==> config.mk <==
export PLATFORM = sky130hd
export DESIGN_NAME = alu_addsub_pipe
export DESIGN_NICKNAME = d
export VERILOG_FILES = /design/src/rtl/alu_addsub_pipe.sv
export SDC_FILE = /design/constraint.sdc
export NUM_CORES = 1
export LEC_CHECK = 0
export CAP_MARGIN = 0
export CORE_UTILIZATION = 46
export CTS_CLUSTER_DIAMETER = 30
export DETAILED_ROUTE_END_ITERATION = 10
export GPL_TIMING_DRIVEN = 0
export PLACE_DENSITY = 0.86
export SLEW_MARGIN = 20
export SYNTH_ARGS = -nofsm -noshare
export SYNTH_HDL_FRONTEND = slang
export SYNTH_SLANG_ARGS = --single-unit
export TNS_END_PERCENT = 100
==> constraint.sdc <==
create_clock -name clk -period 3.35 [get_ports clk]
set_input_delay 0.67 -clock clk [delete_from_list [all_inputs] [get_ports clk]]
set_output_delay 0.67 -clock clk [all_outputs]
set_load 0.01 [all_outputs]
==> src/rtl/alu_addsub_pipe.sv <==
// alu_addsub_pipe: parametrised carry-pipelined add/subtract unit.
// One SEG_W-bit segment is resolved per stage with two-level 4-bit group
// carry lookahead. Unprocessed operand segments travel up the pipe and
// finished sum segments travel alongside (skew/deskew). A valid/ready
// handshake freezes the whole pipe while the result is not taken.
module alu_addsub_pipe #(
  parameter int unsigned WIDTH = 32,
  parameter int unsigned SEG_W = 16
) (
  input  logic             clk,
  input  logic             rst,
  input  logic             in_valid,
  output logic             in_ready,
  input  logic [WIDTH-1:0] in_a,
  input  logic [WIDTH-1:0] in_b,
  input  logic [1:0]       in_op,
  input  logic             in_cin,
  output logic             out_valid,
  input  logic             out_ready,
  output logic [WIDTH-1:0] out_sum,
  output logic             out_carry,
  output logic             out_ovf,
  output logic             out_zero,
  output logic             out_neg
);

  localparam int unsigned NSEG = WIDTH / SEG_W;
  localparam int unsigned NGRP = SEG_W / 4;

  // Reject geometries the segment/group slicing cannot represent.
  if ((SEG_W == 0) || ((SEG_W % 4) != 0) || (SEG_W > 16) ||
      ((WIDTH % SEG_W) != 0) || (WIDTH < 8) || (WIDTH > 64)) begin : g_param_err
    $error("alu_addsub_pipe: WIDTH must be a multiple of SEG_W in 8..64, SEG_W a multiple of 4 up to 16");
  end

  typedef struct packed {
    logic             cout;
    logic [SEG_W-1:0] sum;
  } seg_res_t;

  // Segment adder: 4-bit group P/G, lookahead across groups, then
  // in-group carries expanded from the group carry-in (no bit ripple).
  function automatic seg_res_t seg_add(input logic [SEG_W-1:0] a,
                                       input logic [SEG_W-1:0] b,
                                       input logic             cin);
    logic [SEG_W-1:0] p;
    logic [SEG_W-1:0] g;
    logic [NGRP-1:0]  gp;
    logic [NGRP-1:0]  gg;
    logic [NGRP:0]    gc;
    logic [SEG_W:0]   c;
    logic             prod;
    seg_res_t         r;
    p = a ^ b;
    g = a & b;
    for (int k = 0; k < int'(NGRP); k++) begin
      gp[k] = p[4*k+3] & p[4*k+2] & p[4*k+1] & p[4*k];
      gg[k] = g[4*k+3]
            | (p[4*k+3] & g[4*k+2])
            | (p[4*k+3] & p[4*k+2] & g[4*k+1])
            | (p[4*k+3] & p[4*k+2] & p[4*k+1] & g[4*k]);
    end
    gc[0] = cin;
    for (int k = 1; k <= int'(NGRP); k++) begin
      gc[k] = 1'b0;
      prod  = 1'b1;
      for (int j = k - 1; j >= 0; j--) begin
        gc[k] = gc[k] | (prod & gg[j]);
        prod  = prod & gp[j];
      end
      gc[k] = gc[k] | (prod & cin);
    end
    for (int k = 0; k < int'(NGRP); k++) begin
      c[4*k]   = gc[k];
      c[4*k+1] = g[4*k] | (p[4*k] & gc[k]);
      c[4*k+2] = g[4*k+1] | (p[4*k+1] & g[4*k])
               | (p[4*k+1] & p[4*k] & gc[k]);
      c[4*k+3] = g[4*k+2] | (p[4*k+2] & g[4*k+1])
               | (p[4*k+2] & p[4*k+1] & g[4*k])
               | (p[4*k+2] & p[4*k+1] & p[4*k] & gc[k]);
    end
    c[SEG_W] = gc[NGRP];
    r.sum  = p ^ c[SEG_W-1:0];
    r.cout = c[SEG_W];
    return r;
  endfunction

  logic [WIDTH-1:0] b_map;
  logic             c0;
  logic             stall;

  // Operand mapping: odd ops invert B; carry-in is 0/1 for ADD/SUB,
  // in_cin for ADC and ~in_cin for SBB.
  assign b_map = in_op[0] ? ~in_b : in_b;
  assign c0    = in_op[1] ? (in_cin ^ in_op[0]) : in_op[0];

  for (genvar k = 0; k < int'(NSEG); k++) begin : stg
    localparam int unsigned RW = WIDTH - k * SEG_W;
    localparam int unsigned DW = (k + 1) * SEG_W;

    logic [RW-1:0] a_in;
    logic [RW-1:0] b_in;
    logic          c_in;
    logic          v_in;
    logic [DW-1:0] s_next;
    seg_res_t      r;
    logic          v_q;
    logic          c_q;
    logic [DW-1:0] s_q;

    if (k == 0) begin : g_src
      assign a_in   = in_a;
      assign b_in   = b_map;
      assign c_in   = c0;
      assign v_in   = in_valid;
      assign s_next = r.sum;
    end else begin : g_src
      assign a_in   = stg[k-1].g_fwd.a_q;
      assign b_in   = stg[k-1].g_fwd.b_q;
      assign c_in   = stg[k-1].c_q;
      assign v_in   = stg[k-1].v_q;
      assign s_next = {r.sum, stg[k-1].s_q};
    end

    assign r = seg_add(a_in[SEG_W-1:0], b_in[SEG_W-1:0], c_in);

    // Valid bit advances (bubbles included) whenever the pipe is not stalled.
    always_ff @(posedge clk or posedge rst) begin
      if (rst) begin
        v_q <= 1'b0;
      end else if (!stall) begin
        v_q <= v_in;
      end
    end

    // Finished sum segments and the segment carry load only with a real beat.
    always_ff @(posedge clk or posedge rst) begin
      if (rst) begin
        s_q <= '0;
        c_q <= 1'b0;
      end else if (!stall && v_in) begin
        s_q <= s_next;
        c_q <= r.cout;
      end
    end

    if (k < int'(NSEG) - 1) begin : g_fwd
      logic [RW-SEG_W-1:0] a_q;
      logic [RW-SEG_W-1:0] b_q;

      // Carry the not-yet-added operand segments to the next stage.
      always_ff @(posedge clk or posedge rst) begin
        if (rst) begin
          a_q <= '0;
          b_q <= '0;
        end else if (!stall && v_in) begin
          a_q <= a_in[RW-1:SEG_W];
          b_q <= b_in[RW-1:SEG_W];
        end
      end
    end else begin : g_flags
      logic ovf_q;
      logic zero_q;
      logic neg_q;
      logic ovf_d;

      // Sign rule is equivalent to carry-into-MSB xor carry-out-of-MSB.
      assign ovf_d = (a_in[RW-1] == b_in[RW-1]) && (r.sum[SEG_W-1] != a_in[RW-1]);

      // Status flags registered alongside the final sum.
      always_ff @(posedge clk or posedge rst) begin
        if (rst) begin
          ovf_q  <= 1'b0;
          zero_q <= 1'b0;
          neg_q  <= 1'b0;
        end else if (!stall && v_in) begin
          ovf_q  <= ovf_d;
          zero_q <= ~|s_next;
          neg_q  <= s_next[DW-1];
        end
      end
    end
  end

  assign out_valid = stg[NSEG-1].v_q;
  assign out_sum   = stg[NSEG-1].s_q;
  assign out_carry = stg[NSEG-1].c_q;
  assign out_ovf   = stg[NSEG-1].g_flags.ovf_q;
  assign out_zero  = stg[NSEG-1].g_flags.zero_q;
  assign out_neg   = stg[NSEG-1].g_flags.neg_q;

  // Whole-pipe freeze while the head result waits for the consumer.
  assign stall    = out_valid & ~out_ready;
  assign in_ready = ~stall;

endmodule

# == After elaboration in Yosys (flattened, before gate mapping) ==
# Cells that the tools add are included.
# totals
regBits,87
latchBits,0
mem_bits_rw,0
mem_bits_ro,0
in_bits,71
out_inout_bits,38
word_cells,276
memories,0
# classes
add_sub_neg,0
n_mul,0
div,0
order_cmp,0
n_eq_ne,2
n_shift,0
n_mux,2
bitwise,255
n_reduce_logical,6
# ops
operator,n
bitwise AND 1 bit,153
bitwise OR 1 bit,92
XOR 16 bit,4
bitwise AND 16 bit,2
2-to-1 mux 32 bit,1
inverter 32 bit,1
OR reduction 32 bit,1
logical AND 1 bit,3
logical NOT 1 bit,2
inverter 1 bit,2
== test 1 bit,1
2-to-1 mux 1 bit,1
!= test 1 bit,1
XOR 1 bit,1

# == Logic depth before layout (Yosys ltp) ==
# Gate-level depths: netlist of run 1.
# logic_depth
word_depth,14
depth_mapped,15
ltp_nobuf,14

# == Worst setup path before layout of run 1 ==
# No wires, ideal clock.
# synth_path
kind,input to register
start,in in_op[0]
end,reg stg[0].s_q[13]
setup_ns,0.083
t_arrival_ns,3.323
required_time_ns,3.267
path_slack_ns,-0.056
stages,14
path_buffers,2
path_cell_list,buf_2 > buf_1 > xor2_1 > ha_1 > and3_1 > and3_1 > nand3_1 > and2_1 > o21a_1 > inv_1 > a21oi_1 > fa_1 > xor2_1 > o21ai_0
# synth_via
elab_chain_cells,13
word_cells_on_any_way,43
classes_between,mux (2); bitwise (41)
# synth_rtl
element,line,rtl
from (decl),16,"input logic [1:0] in_op,"
2-to-1 mux 32 bit,94,assign b_map = in_op[0] ? ~in_b : in_b;
XOR 16 bit / bitwise AND 16 bit (equally long branches),"54, 55",
"bitwise AND 1 bit, on equally long branches",--,
bitwise OR 1 bit (tied with other cells),59,| (p[4*k+3] & g[4*k+2])
bitwise OR 1 bit / bitwise AND 1 bit (equally long branches),"60, 61",
bitwise OR 1 bit,61,| (p[4*k+3] & p[4*k+2] & p[4*k+1] & g[4*k]);
bitwise AND 1 bit,68,gc[k] = gc[k] | (prod & gg[j]);
bitwise OR 1 bit (2 in a row),68,
bitwise OR 1 bit,71,gc[k] = gc[k] | (prod & cin);
bitwise AND 1 bit,75,c[4*k+1] = g[4*k] | (p[4*k] & gc[k]);
bitwise OR 1 bit,75,
XOR 16 bit *,83,r.sum = p ^ c[SEG_W-1:0];
to (signal assigned),142,s_q <= s_next;
to (decl),109,logic [DW-1:0] s_q;
# Every way passes the cells marked *; elsewhere a longest branch is shown, timed or not.
# A chain may end at the register's enable or synchronous reset.

==> results.txt, run 1 <==
The run finished, with violations left. The checks that failed: setup timing. The worst setup margin is -143 ps, and the number of endpoints with negative hold slack in the final report is 0.

For the total length of routed wires, the log shows 13,100 um. The clock network fraction of total power came out at 15.0%. The total standard cell area after synthesis was 4970 um2; the buffer levels on the longest clock path was 2. The biggest cell delay along the critical path is 480 ps.

The period utilization is 104%, and the number of buffers and inverters on the critical path is 1. The detailed router placed 4,194 vias in this run. In this run the power spent charging and discharging nets is 0.00159 W. Of the cells placed in the final design, the portion with a size suffix greater than 1 is 15.8%.

Across the VDD grid, the largest voltage drop is 0.305 mV. The logs give 5 for the first-pass detailed-route iteration total and -523 ps for the worst-case setup slack after placement. The number of different library cells used by synthesis comes to 52. Dividing total power by cell area gives a power density of 653 nW/um2.

Power share of the sequential group: 37.7%. The startpoint identified for the worst register-to-register timing path is stg[0].g_fwd.a_q[3]$_DFFE_PP0P_. The tools report the end of the critical path as out_zero$_DFFE_PP0P_.

In the layout the commonest cells are sky130_fd_sc_hd__clkdlybuf4s50_1, sky130_fd_sc_hd__dfrtp_1, sky130_fd_sc_hd__nand2_1. For the count of final max-slew check failures, the log shows 0. The type of the most critical hold path is reg2reg. After global routing, the most crowded layer is met2. For this run, the total global-route usage over all layers was measured as 23.4%. In the routed layout, each cell is associated on average with a via count of 5.60.

The maximum number of pins on one net before global-route repair was 48; the final hold slack was 484 ps. The first element of the critical path was stg[0].g_fwd.a_q[3]$_DFFE_PP0P_. CTS saw 86 sinks. In this run the count of I/O pins placed on the die edge is 109. The number of enable-type register cells in the synthesized netlist was 0; the max-cap check violation count was 0. Met3 track demand over resource: 3.07%. Detailed placement finished with a half-perimeter wire length of 9370 um. Met2 track utilization from global routing: 42.7%. Yosys attributes the largest share of cell area to sky130_fd_sc_hd__dfrtp_1, sky130_fd_sc_hd__ha_1, sky130_fd_sc_hd__mux2_2. The cell type with the largest total area after synthesis is sky130_fd_sc_hd__dfrtp_1.

After floorplanning, the core was divided into 37 placement rows. For the setup skew after layout, the log shows 8.28 ps. The clock-pin slew of the registers on the worst-case setup and hold paths was 80 ps; the number of setup violations in the final report was 1.

Dividing the detail-routed wire length by the instance count gives 17.5 um. In the final layout, the multi-input gates occupy 2820 um2. The layout has 786 filler cells. The tools report the worst path arrival time as 3780 ps. CTS placed an instance of sky130_fd_sc_hd__clkbuf_8 at the clock tree root. Of the total power, combinational logic draws 47.3%. Compared with the post-synthesis result, the final layout area differs by 34.1%. Synthesis produced a netlist whose cell count is 480. The share of synthesized area in the top cell type comes to 43.3%. The most used flip-flop cell after synthesis is sky130_fd_sc_hd__dfrtp_1.

The count of nets after finishing was 720. The endpoint identified for the worst register-to-register timing path is out_zero$_DFFE_PP0P_. The most common library cell in the layout ignoring fill and taps is sky130_fd_sc_hd__clkdlybuf4s50_1. Dividing the synthesized area by the synthesized cell count gives 10.4 um2. The count of nets left with antenna violations once routing finished came out at 0. In this run the vertical extent of the chip is 106 um. The first global-routing pass estimated 20,400 um of wire.

The static leakage was 2.88 nW. TritonCTS built the clock tree. Data on the critical path is required at its endpoint by 3640 ps. The clock tree synthesis step divided the H-tree into 3 levels. The width of the die came out at 106 um. In this run, CTS created clock tree buffers numbering 9. 0 antenna diodes ended up in the layout. The logs give 4,267 for the via count of the first global-routing pass and 0 for the number of remaining DRC errors. The switching portion of total power came out at 36.5%. Among all stages on the critical path, the largest delay is contributed by sky130_fd_sc_hd__fa_2. For this run, global-route usage on met1 was measured as 27.9%. The post-synth net total is 591, and the post-route minimum period is 3490 ps. Grouping stages by cell kind, the critical path spends the most delay in simple AND/OR/NAND/NOR gates. The worst setup path is captured at a flip-flop.

The design internal power came out at 0.00276 W. STA classifies the critical path startpoint as a flip-flop. The final weighted congestion in routability-driven placement was 0.858. After the first detailed-routing iteration, the DRC count stood at 238.

Setup repair after global routing could not meet its margin everywhere. The run gives 0 as the total overflow reported by the global router. The number of storage elements in the synthesis netlist works out to 86. The maximum frequency from static timing analysis was 286 MHz; the number of cells on the worst reg-to-reg path was 15.

Of the synthesized area, sequential elements account for 43.3%. For the pin with the worst max-slew slack, the measured transition is 687 ps. For the worst-skew pair, the clock arrives at the later sink with an insertion delay of 350 ps. The initial antenna violation count was 0. Walking the worst path, the cells encountered are ha_1, buf_6, nand3_4, o2111ai_4, nand3_4, a21oi_4, or2_4, fa_2, nor4_4, nand4_1, nor3_2, o2111a_2, nand4_1, a211oi_2, a211o_1. Effective utilization at floorplan: 47.7%. The port buffer count is 107, and the setup slack on the worst flop-to-flop path is -140 ps. The floorplan step defined a die boundary enclosing 11,200 um2.

For the area of the core, the log shows 10,400 um2. The critical path crosses 15 cells after its start point. The largest fanout on the critical path came out at 4. The share of synthesized flip-flops with an asynchronous set or reset is 100%, and the Yosys warning count is 0.

Measured against its own limit, the worst slew margin works out to 54.2%. The kind of critical path was reg2reg. The sequential cells in the finished layout cover a total of 2150 um2.
## power by group through the flow
| stage | Combinational (W) | Clock [W] | Sequential (W) |
|---|---|---|---|
| detailed placement | 0.00182 | 0 | 0.00164 |
| CTS | 0.00192 | 0.000647 | 0.00163 |
| global placement | 0.00175 | 0 | 0.00162 |
| global route | 0.00221 | 0.000689 | 0.00167 |
| floorplan | 0.000972 | 0 | 0.00165 |
| finish | 0.00206 | 0.000652 | 0.00164 |
## repair_timing
item	in CTS	in global routing
pin swaps	16	16
setup buffers	5	5
gates resized for setup	18	17
hold buffers	0	0
endpoints found under the setup margin	1	3
## cell families after synthesis
group,share of synthesized area [%]
and+or+nand+nor,12.2
AOI/OAI and AO/OA,12.1
muxes,8.13
adders and majority gates,11.3
buffers and inverters,3.50
DFF,43.3
xor gates and xnor gates,9.51
## routing by layer
metal	vias to the layer above	part of all wire (%)
li1	1926	-
met1	2081	40
met2	163	53
met3	24	5.2
met4	0	1.7
met5	-	0
## how the worst min path moves through the flow
stage / from / endpoint / slack [ps] / cells after the start
6_report: out_sum[26]$_DFFE_PP0P_ / out_sum[26]$_DFFE_PP0P_ / 480 / 2
5_1_grt: stg[0].g_fwd.b_q[11]$_DFFE_PP0P_ / stg[0].g_fwd.b_q[11]$_DFFE_PP0P_ / 510 / 2
4_1_cts: stg[0].g_fwd.b_q[11]$_DFFE_PP0P_ / stg[0].g_fwd.b_q[11]$_DFFE_PP0P_ / 490 / 2
3_5_place_dp: stg[0].g_fwd.b_q[7]$_DFFE_PP0P_ / stg[0].g_fwd.b_q[7]$_DFFE_PP0P_ / 480 / 2
3_3_place_gp: stg[0].g_fwd.b_q[1]$_DFFE_PP0P_ / stg[0].g_fwd.b_q[1]$_DFFE_PP0P_ / 470 / 2
2_1_floorplan: stg[0].g_fwd.b_q[10]$_DFFE_PP0P_ / stg[0].g_fwd.b_q[10]$_DFFE_PP0P_ / 450 / 2
## metrics by stage
step	utilization [%]	cell area, um2	total power [W]	std cells	setup TNS, ps
2_1_floorplan	-	4970	0.00263	480	0
3_3_place_gp	59.7	6210	0.00337	723	-61780
3_5_place_dp	59.9	6240	0.00346	724	-1190
4_1_cts	62.9	6550	0.00420	744	-61.2
5_1_grt	64.0	6660	0.00457	749	-339
6_report	64.0	6660	0.00435	749	-143
## area by class of cell
cell class | instances | share of cell area [%]
Multi-Input combinational cell | 351 | 42.3
Sequential cell | 86 | 32.3
Timing Repair Buffer | 118 | 17.5
Tap cell | 136 | 2.55
Clock buffer | 14 | 2.44
Buffer | 20 | 1.48
Inverter | 23 | 1.33
Clock inverter | 1 | 0.0751
## sequential cells by signal (all words and copies together), names as in the netlist
name / count
stg.g_fwd.b_q: 16
stg.g_fwd.a_q: 16
out_carry: 1
out_sum: 32
out_zero: 1
stg.s_q: 16
out_ovf: 1
out_valid: 1
stg.v_q: 1
stg.c_q: 1
## Yosys cell counts, types with 5 or more instances
library cell,number
sky130_fd_sc_hd__a31oi_1,5
sky130_fd_sc_hd__fa_1,8
sky130_fd_sc_hd__clkbuf_1,12
sky130_fd_sc_hd__xnor2_1,24
sky130_fd_sc_hd__o21ai_0,40
sky130_fd_sc_hd__inv_1,23
sky130_fd_sc_hd__ha_1,32
sky130_fd_sc_hd__nor3_1,8
sky130_fd_sc_hd__buf_1,5
sky130_fd_sc_hd__nor4_1,5
sky130_fd_sc_hd__mux2_2,35
sky130_fd_sc_hd__nor2_1,14
sky130_fd_sc_hd__and3_1,5
sky130_fd_sc_hd__nand3_1,11
sky130_fd_sc_hd__dfrtp_1,86
sky130_fd_sc_hd__xor2_1,30
sky130_fd_sc_hd__a21oi_1,16
sky130_fd_sc_hd__nand2_1,59
## tightest hold or removal path, cell delays in order (launching register included)
cell                      delay [ps]
sky130_fd_sc_hd__dfrtp_1         350
sky130_fd_sc_hd__nand2_1          40
sky130_fd_sc_hd__o21ai_0          60
(Power assumes the default switching activity.)
==> run 2: changes to the inputs <==
- ABC_AREA: default -> 0
==> results of run 2 <==
No change in the layout: final DEF, timing and power equal those of run 1.
